File: config.mk
export PLATFORM = sky130hd
export DESIGN_NAME = pc_fetch_unit
export DESIGN_NICKNAME = d
export VERILOG_FILES = /design/src/rtl/riscv_pkg.sv /design/src/rtl/pc_fetch_unit_next_pc_sel.sv /design/src/rtl/pc_fetch_unit.sv
export SDC_FILE = /design/constraint.sdc
export NUM_CORES = 1
export LEC_CHECK = 0
export BUFFER_PORTS_ARGS = -buffer_cell sky130_fd_sc_hd__buf_2
export CELL_PAD_IN_SITES_DETAIL_PLACEMENT = 0
export CELL_PAD_IN_SITES_GLOBAL_PLACEMENT = 1
export CORE_ASPECT_RATIO = 0.5
export CORE_MARGIN = 8
export CORE_UTILIZATION = 32
export CTS_CLUSTER_DIAMETER = 100
export DETAILED_ROUTE_END_ITERATION = 6
export PLACE_DENSITY_LB_ADDON = 0.1
export SETUP_SLACK_MARGIN = 0.3
export SKIP_CTS_REPAIR_TIMING = 1
export SYNTH_ARGS = -nofsm -noshare
export SYNTH_HDL_FRONTEND = slang
export SYNTH_HIERARCHICAL = 1
export SYNTH_SLANG_ARGS = --single-unit
File: constraint.sdc
create_clock -name clk -period 3.5 [get_ports clk]
set_input_delay 0.7 -clock clk [delete_from_list [all_inputs] [get_ports clk]]
set_output_delay 0.7 -clock clk [all_outputs]
set_load 0.01 [all_outputs]
File: src/rtl/riscv_pkg.sv
// Shared types and constants for the fetch stage of the single-cycle RISC-V core.
// Latency: n/a (types, constants and a combinational helper only).
// Backpressure: n/a.
//
// Contents:
//   XLEN, INSTR_NOP, DEFAULT_RESET_PC  - core-wide constants
//   fetch_state_t                      - fetch FSM states (BOOT -> RUN -> HALT)
//   fetch_sel_t                        - per-cycle action picked by the next-PC mux
//   pc_is_bad()                        - misalignment / out-of-range PC test
package riscv_pkg;

    localparam int unsigned XLEN = 32;
    localparam logic [XLEN-1:0] INSTR_NOP = 32'h0000_0013;
    localparam logic [XLEN-1:0] DEFAULT_RESET_PC = 32'h0000_0000;

    typedef enum logic [1:0] {
        BOOT = 2'd0,
        RUN  = 2'd1,
        HALT = 2'd2
    } fetch_state_t;

    // Action chosen for the current cycle, in priority order.
    typedef enum logic [2:0] {
        SEL_HOLD   = 3'd0,   // not in RUN: nothing fetched
        SEL_FAULT  = 3'd1,   // bad pc: enter HALT
        SEL_JUMP   = 3'd2,
        SEL_BRANCH = 3'd3,
        SEL_STALL  = 3'd4,
        SEL_SEQ    = 3'd5    // normal sequential fetch
    } fetch_sel_t;

    // A pc is usable only when word-aligned and the whole word fits in memory.
    // The sum is done two bits wider so a pc near 2^32 cannot wrap into range.
    function automatic logic pc_is_bad(input logic [XLEN-1:0] pc,
                                       input int unsigned imem_bytes);
        logic [XLEN+1:0] last_byte;
        last_byte = {2'b00, pc} + (XLEN+2)'(3);
        return (pc[1:0] != 2'b00) || (last_byte >= (XLEN+2)'(imem_bytes));
    endfunction

endpackage

File: src/rtl/pc_fetch_unit_next_pc_sel.sv
// Combinational priority mux for the next PC: fault > jump > branch > stall > +4.
// Latency: zero cycles (purely combinational).
// Backpressure: stall only selects "hold"; any redirect overrides it.
//
// Ports:
//   run           in   1     fetch FSM is in RUN
//   pc_bad        in   1     current pc is misaligned or out of range
//   pc            in   XLEN  current pc
//   jump          in   1     jump redirect request
//   jump_target   in   XLEN  jump destination
//   branch_taken  in   1     branch redirect request
//   branch_target in   XLEN  branch destination
//   stall         in   1     downstream not ready
//   sel           out  3     chosen action (fetch_sel_t)
//   next_pc       out  XLEN  pc value for the next cycle
//   pc_plus4      out  XLEN  pc + 4, modulo 2^XLEN
module next_pc_sel
    import riscv_pkg::*;
(
    input  logic            run,
    input  logic            pc_bad,
    input  logic [XLEN-1:0] pc,
    input  logic            jump,
    input  logic [XLEN-1:0] jump_target,
    input  logic            branch_taken,
    input  logic [XLEN-1:0] branch_target,
    input  logic            stall,
    output fetch_sel_t      sel,
    output logic [XLEN-1:0] next_pc,
    output logic [XLEN-1:0] pc_plus4
);

    assign pc_plus4 = pc + XLEN'(4);

    always_comb begin
        sel     = SEL_HOLD;
        next_pc = pc;
        if (!run) begin
            sel     = SEL_HOLD;
            next_pc = pc;
        end else if (pc_bad) begin
            // The fault check sees the pc being presented now, so it wins
            // over any redirect or stall arriving in the same cycle.
            sel     = SEL_FAULT;
            next_pc = pc;
        end else if (jump) begin
            sel     = SEL_JUMP;
            next_pc = jump_target;
        end else if (branch_taken) begin
            sel     = SEL_BRANCH;
            next_pc = branch_target;
        end else if (stall) begin
            sel     = SEL_STALL;
            next_pc = pc;
        end else begin
            sel     = SEL_SEQ;
            next_pc = pc_plus4;
        end
    end

endmodule

File: src/rtl/pc_fetch_unit.sv
// Program counter and fetch register of the single-cycle RISC-V core.
// Latency: word at inst_addr=A appears on if_instr one cycle later; a redirect costs one bubble.
// Backpressure: stall holds pc and all if_* registers; a redirect flushes the held word.
//
// Ports:
//   clk, reset     single rising-edge clock, synchronous active-high reset
//   inst_addr      out  byte address to instruction memory (always pc)
//   instruction    in   word returned combinationally for inst_addr
//   stall          in   hold pc and fetch register
//   branch_taken / branch_target, jump / jump_target   redirect requests (jump wins)
//   if_valid, if_pc, if_pc_plus4, if_instr             fetch register outputs
//   fault, fault_pc                                    sticky fault flag and offending pc
module pc_fetch_unit
    import riscv_pkg::*;
#(
    parameter logic [XLEN-1:0] RESET_PC   = DEFAULT_RESET_PC,
    parameter int unsigned     IMEM_BYTES = 16
) (
    input  logic            clk,
    input  logic            reset,
    output logic [XLEN-1:0] inst_addr,
    input  logic [XLEN-1:0] instruction,
    input  logic            stall,
    input  logic            branch_taken,
    input  logic [XLEN-1:0] branch_target,
    input  logic            jump,
    input  logic [XLEN-1:0] jump_target,
    output logic            if_valid,
    output logic [XLEN-1:0] if_pc,
    output logic [XLEN-1:0] if_pc_plus4,
    output logic [XLEN-1:0] if_instr,
    output logic            fault,
    output logic [XLEN-1:0] fault_pc
);

    fetch_state_t    state;
    logic [XLEN-1:0] pc;
    logic            pc_bad;
    fetch_sel_t      sel;
    logic [XLEN-1:0] next_pc;
    logic [XLEN-1:0] pc_plus4;

    assign inst_addr = pc;
    assign pc_bad    = pc_is_bad(pc, IMEM_BYTES);

    next_pc_sel u_next_pc_sel (
        .run           (state == RUN),
        .pc_bad        (pc_bad),
        .pc            (pc),
        .jump          (jump),
        .jump_target   (jump_target),
        .branch_taken  (branch_taken),
        .branch_target (branch_target),
        .stall         (stall),
        .sel           (sel),
        .next_pc       (next_pc),
        .pc_plus4      (pc_plus4)
    );

    always_ff @(posedge clk) begin
        if (reset) begin
            state       <= BOOT;
            pc          <= RESET_PC;
            if_valid    <= 1'b0;
            if_pc       <= '0;
            if_pc_plus4 <= XLEN'(4);
            if_instr    <= INSTR_NOP;
            fault       <= 1'b0;
            fault_pc    <= '0;
        end else begin
            case (state)
                BOOT: begin
                    // One idle cycle so the first fetch sees a settled pc.
                    state    <= RUN;
                    if_valid <= 1'b0;
                end
                RUN: begin
                    pc <= next_pc;
                    case (sel)
                        SEL_FAULT: begin
                            state    <= HALT;
                            fault    <= 1'b1;
                            fault_pc <= pc;
                            if_valid <= 1'b0;
                            if_instr <= INSTR_NOP;
                        end
                        SEL_JUMP, SEL_BRANCH: begin
                            // The word fetched this cycle belongs to the
                            // wrong path: squash it into a bubble.
                            if_valid <= 1'b0;
                            if_instr <= INSTR_NOP;
                        end
                        SEL_SEQ: begin
                            if_valid    <= 1'b1;
                            if_pc       <= pc;
                            if_pc_plus4 <= pc_plus4;
                            if_instr    <= instruction;
                        end
                        default: begin
                            // SEL_STALL: everything holds.
                        end
                    endcase
                end
                HALT: begin
                    if_valid <= 1'b0;
                end
                default: begin
                    state    <= HALT;
                    if_valid <= 1'b0;
                end
            endcase
        end
    end

endmodule

==> summary.md <==
| Metric | Value |
|---|---|
| CP bufs+invs | 4 |
| Final Slew Violations | 0 |
| Period utilisation layout | 98.0% |
| Congestion Overflow GR | 0 |
| Worst-Margin Slew | 794 ps |
| Total global-route track usage | 21.6% |
| Biggest area consumer among synthesized cells | dfxtp_1 |
| CP endpoint kind | flip-flop |
| DRC viols | 0 |
| R2r startpoint | inst_addr[0] |
| Maximum vdd drop | 0.618 mV |
| Die ar. | 30300 sq um |
| Hold Vio Cnt, Final | 0 |
| Average size of a mapped cell | 7.49 sq um |
| Layout Utilization | 47.7% |
| Pre-CTS setup slack | -216 ps |
| Via density per instance | 5.30 |
| Post-route ant nets | 0 |
| Reg2reg end | if_pc_plus4[4] |
| Starting density of the core | 32.7% |
| Async SR Flop Fraction | 0% |
| Post-synth EDFFs | 0 |
| Commonest non-fill, non-tap cell in the layout | nand2_1 |
| CP cell instances | or4_4 -> nor4b_4 -> buf_4 -> nand4_1 -> or4_4 -> nand2b_4 -> buf_12 -> nor2_4 -> buf_4 -> and3_4 -> clkbuf_16 -> nand2_1 -> a21oi_1 |
| ANT cells | 0 |
| Final wirelength | 36800 um |
| First-pass GRT wire length | 51000 um |
| Mapped Cells | 1055 |
| Outcome | complete, no violations |
| Longest Clk Path Bufs | 2 |
| CTS Buf Count | 17 |
| Clock latency on the worst-skew pair | 450 ps |
| Ports | 263 |
| CP max-delay cell | or4_4 |
| Synth top area share | 41.6% |
| Initial antenna violation count | 0 |
| # fillers | 2479 |
| CTS Sinks | 164 |
| MaxCap Viol Count | 0 |
| DP HPWL | 25100 um |
| Layout cell share with drive strength beyond 1 | 36.9% |
| Clock transition at path regs | 70 ps |
| Largest net degree at the start of global routing | 72 |
| CTS tree | yes |
| Final RePlAce weighted congestion | 0.917 |
| Die X | 238 um |
| Worst Path Arrival | 3810 ps |
| Family with the most delay on the worst path | simple AND/OR/NAND/NOR gates |
| R2R depth | 13 |
| Slew headroom | 47.0% |
| Vias in the first global route | 8494 |
| Dpl cell area | 10100 sq um |
| Worst EP required | 3880 ps |
| Avg WL per Cell | 21.5 um |
| Cell Area, Synth | 7900 sq um |
| Most frequent cells in the layout | 288 x nand2_1, 261 x buf_2, 145 x dfxtp_1 |
| Design area | 11500 sq um |
| Seq cells post-synth | 164 |
| Worst reg2reg setup slack | 70 ps |
| Cell row count | 40 |
| H-tree depth | 4 |
| Skew final | 8.46 ps |
| Crit Path Category | flip-flop to flip-flop |
| Cells on Worst Hold Path | 2 |
| End of the worst hold path | if_pc[2] |
| Crit path launch type | flip-flop |
| Root Buffer | clkbuf_16 |
| Vias | 9073 |
| RSZ-0062 raised after global routing | true |
| Post-synthesis sequential area ratio | 41.6% |
| Power Dens Cells | 827 nW/um^2 |
| Setup ws final | 68.7 ps |
| Largest cells by area after synthesis | dfxtp_1 42%, nand2_1 14%, a21oi_1 9.1%, a22oi_1 4.0%, clkbuf_1 3.1% |
| Die span in y | 127 um |
| Syn Nets | 1157 |
| Core Region | 24100 sq um |
| Fmax | 0.291 GHz |
| YS warnings | 6 |
| Finish-stage setup viols | 0 |
| Initial DRT Pass Iterations | 5 |
| Synth-to-layout area growth | 45.6% |
| Hold WC Path Type | flip-flop to flip-flop |
| HP Start | if_pc[2] |
| Leak pwr | 4.84 nW |
| DRT iter0 DRCs | 772 |
| Synth Flop Type | dfxtp_1 |
| CP peak stage delay | 550 ps |
| Final worst path period need | 3430 ps |
| Distinct cells, synth | 65 |
| Crit path max fanout | 7 |
| NumNets Final | 1466 |
| Port Buffers | 262 |
-- per-layer routing --
layer  global-route usage [%]  part of all wire [%]  routed length [um]
met5                        0                     0                   0
met1                     29.4                    46               17000
met2                     33.4                    45               16600
met3                     6.48                   8.0                2950
met4                     4.53                  0.71                 263
-- logic make-up after synthesis --
kind of cell | count (synthesis) | synth area share, %
AND/OR/NAND/NOR | 464 | 26.1
flip-flops | 164 | 41.6
adder cells (fa/ha/maj) | 1 | 0.158
XOR/XNOR | 31 | 3.44
multiplexers | 3 | 0.380
AO/OA/AOI/OAI | 294 | 23.3
buffers and inverters | 98 | 5.05
-- stage by stage --
step	hold WS [ps]	power, mW	cells	setup TNS, ps
after floorplan	435	4.59	1055	0
after global placement	441	6.64	1650	-12420
after detailed placement	443	6.63	1650	-7770
after CTS	453	8.58	1682	-13020
after global routing	464	9.98	1713	-2350
final	448	9.51	1713	0
-- cell usage after synthesis, drive strengths merged, types with 5 or more instances --
cell type	instances
nor3	14
nor2	64
a22o	5
o311ai	5
nor2b	5
dfxtp	164
nand4	18
xor2	13
a21oi	143
inv	10
o211ai	7
and2	7
xnor2	18
o21a	5
a22oi	42
a222oi	6
clkbuf	66
o21ai	37
a31oi	7
nand2	301
nand2b	5
a221o	6
and3	7
nor4	8
buf	22
nand3	16
or4	5
-- where the power goes --
group | internal (mW) | switching (mW) | leakage, nW
combinational | 2.33 | 3.09 | 3.22
sequential | 2.03 | 0.140 | 1.33
clock | 1.01 | 0.900 | 0.289
-- flip-flops by register name (all words and copies together), names as in the netlist --
signal and count:
if_instr 32, if_valid 1, state 2, if_pc_plus4 32, fault_pc 32, if_pc 32
fault 1, inst_addr 32
-- worst min-delay path, delay by kind of cell (launching register included) --
kind            cells  cell delay, ps
flops               1             310
simple gates        1              50
compound gates      1              50
-- how the worst max path moves through the flow --
stage | startpoint | end | slack (ps) | cells past startpoint
after floorplan | inst_addr[23] | fault_pc[16] | 300 | 15
after global placement | inst_addr[7] | inst_addr[22] | -290 | 14
after detailed placement | inst_addr[0] | inst_addr[25] | -220 | 15
after CTS | inst_addr[0] | inst_addr[25] | -260 | 15
after global routing | inst_addr[1] | if_instr[4] | -60 | 17
final | inst_addr[0] | if_pc_plus4[4] | 70 | 13
-- cell type report --
type / count / area, sq um / area share (%)
Timing Repair Buffer: 377 / 2560 / 22.2
Clock buffer: 17 / 425 / 3.70
Clock inverter: 15 / 165 / 1.44
Multi-Input combinational cell: 794 / 4580 / 39.8
Sequential cell: 164 / 3310 / 28.8
Inverter: 10 / 37.5 / 0.327
Tap cell: 336 / 420 / 3.66
Note: power is estimated with default switching activity, not from simulation.
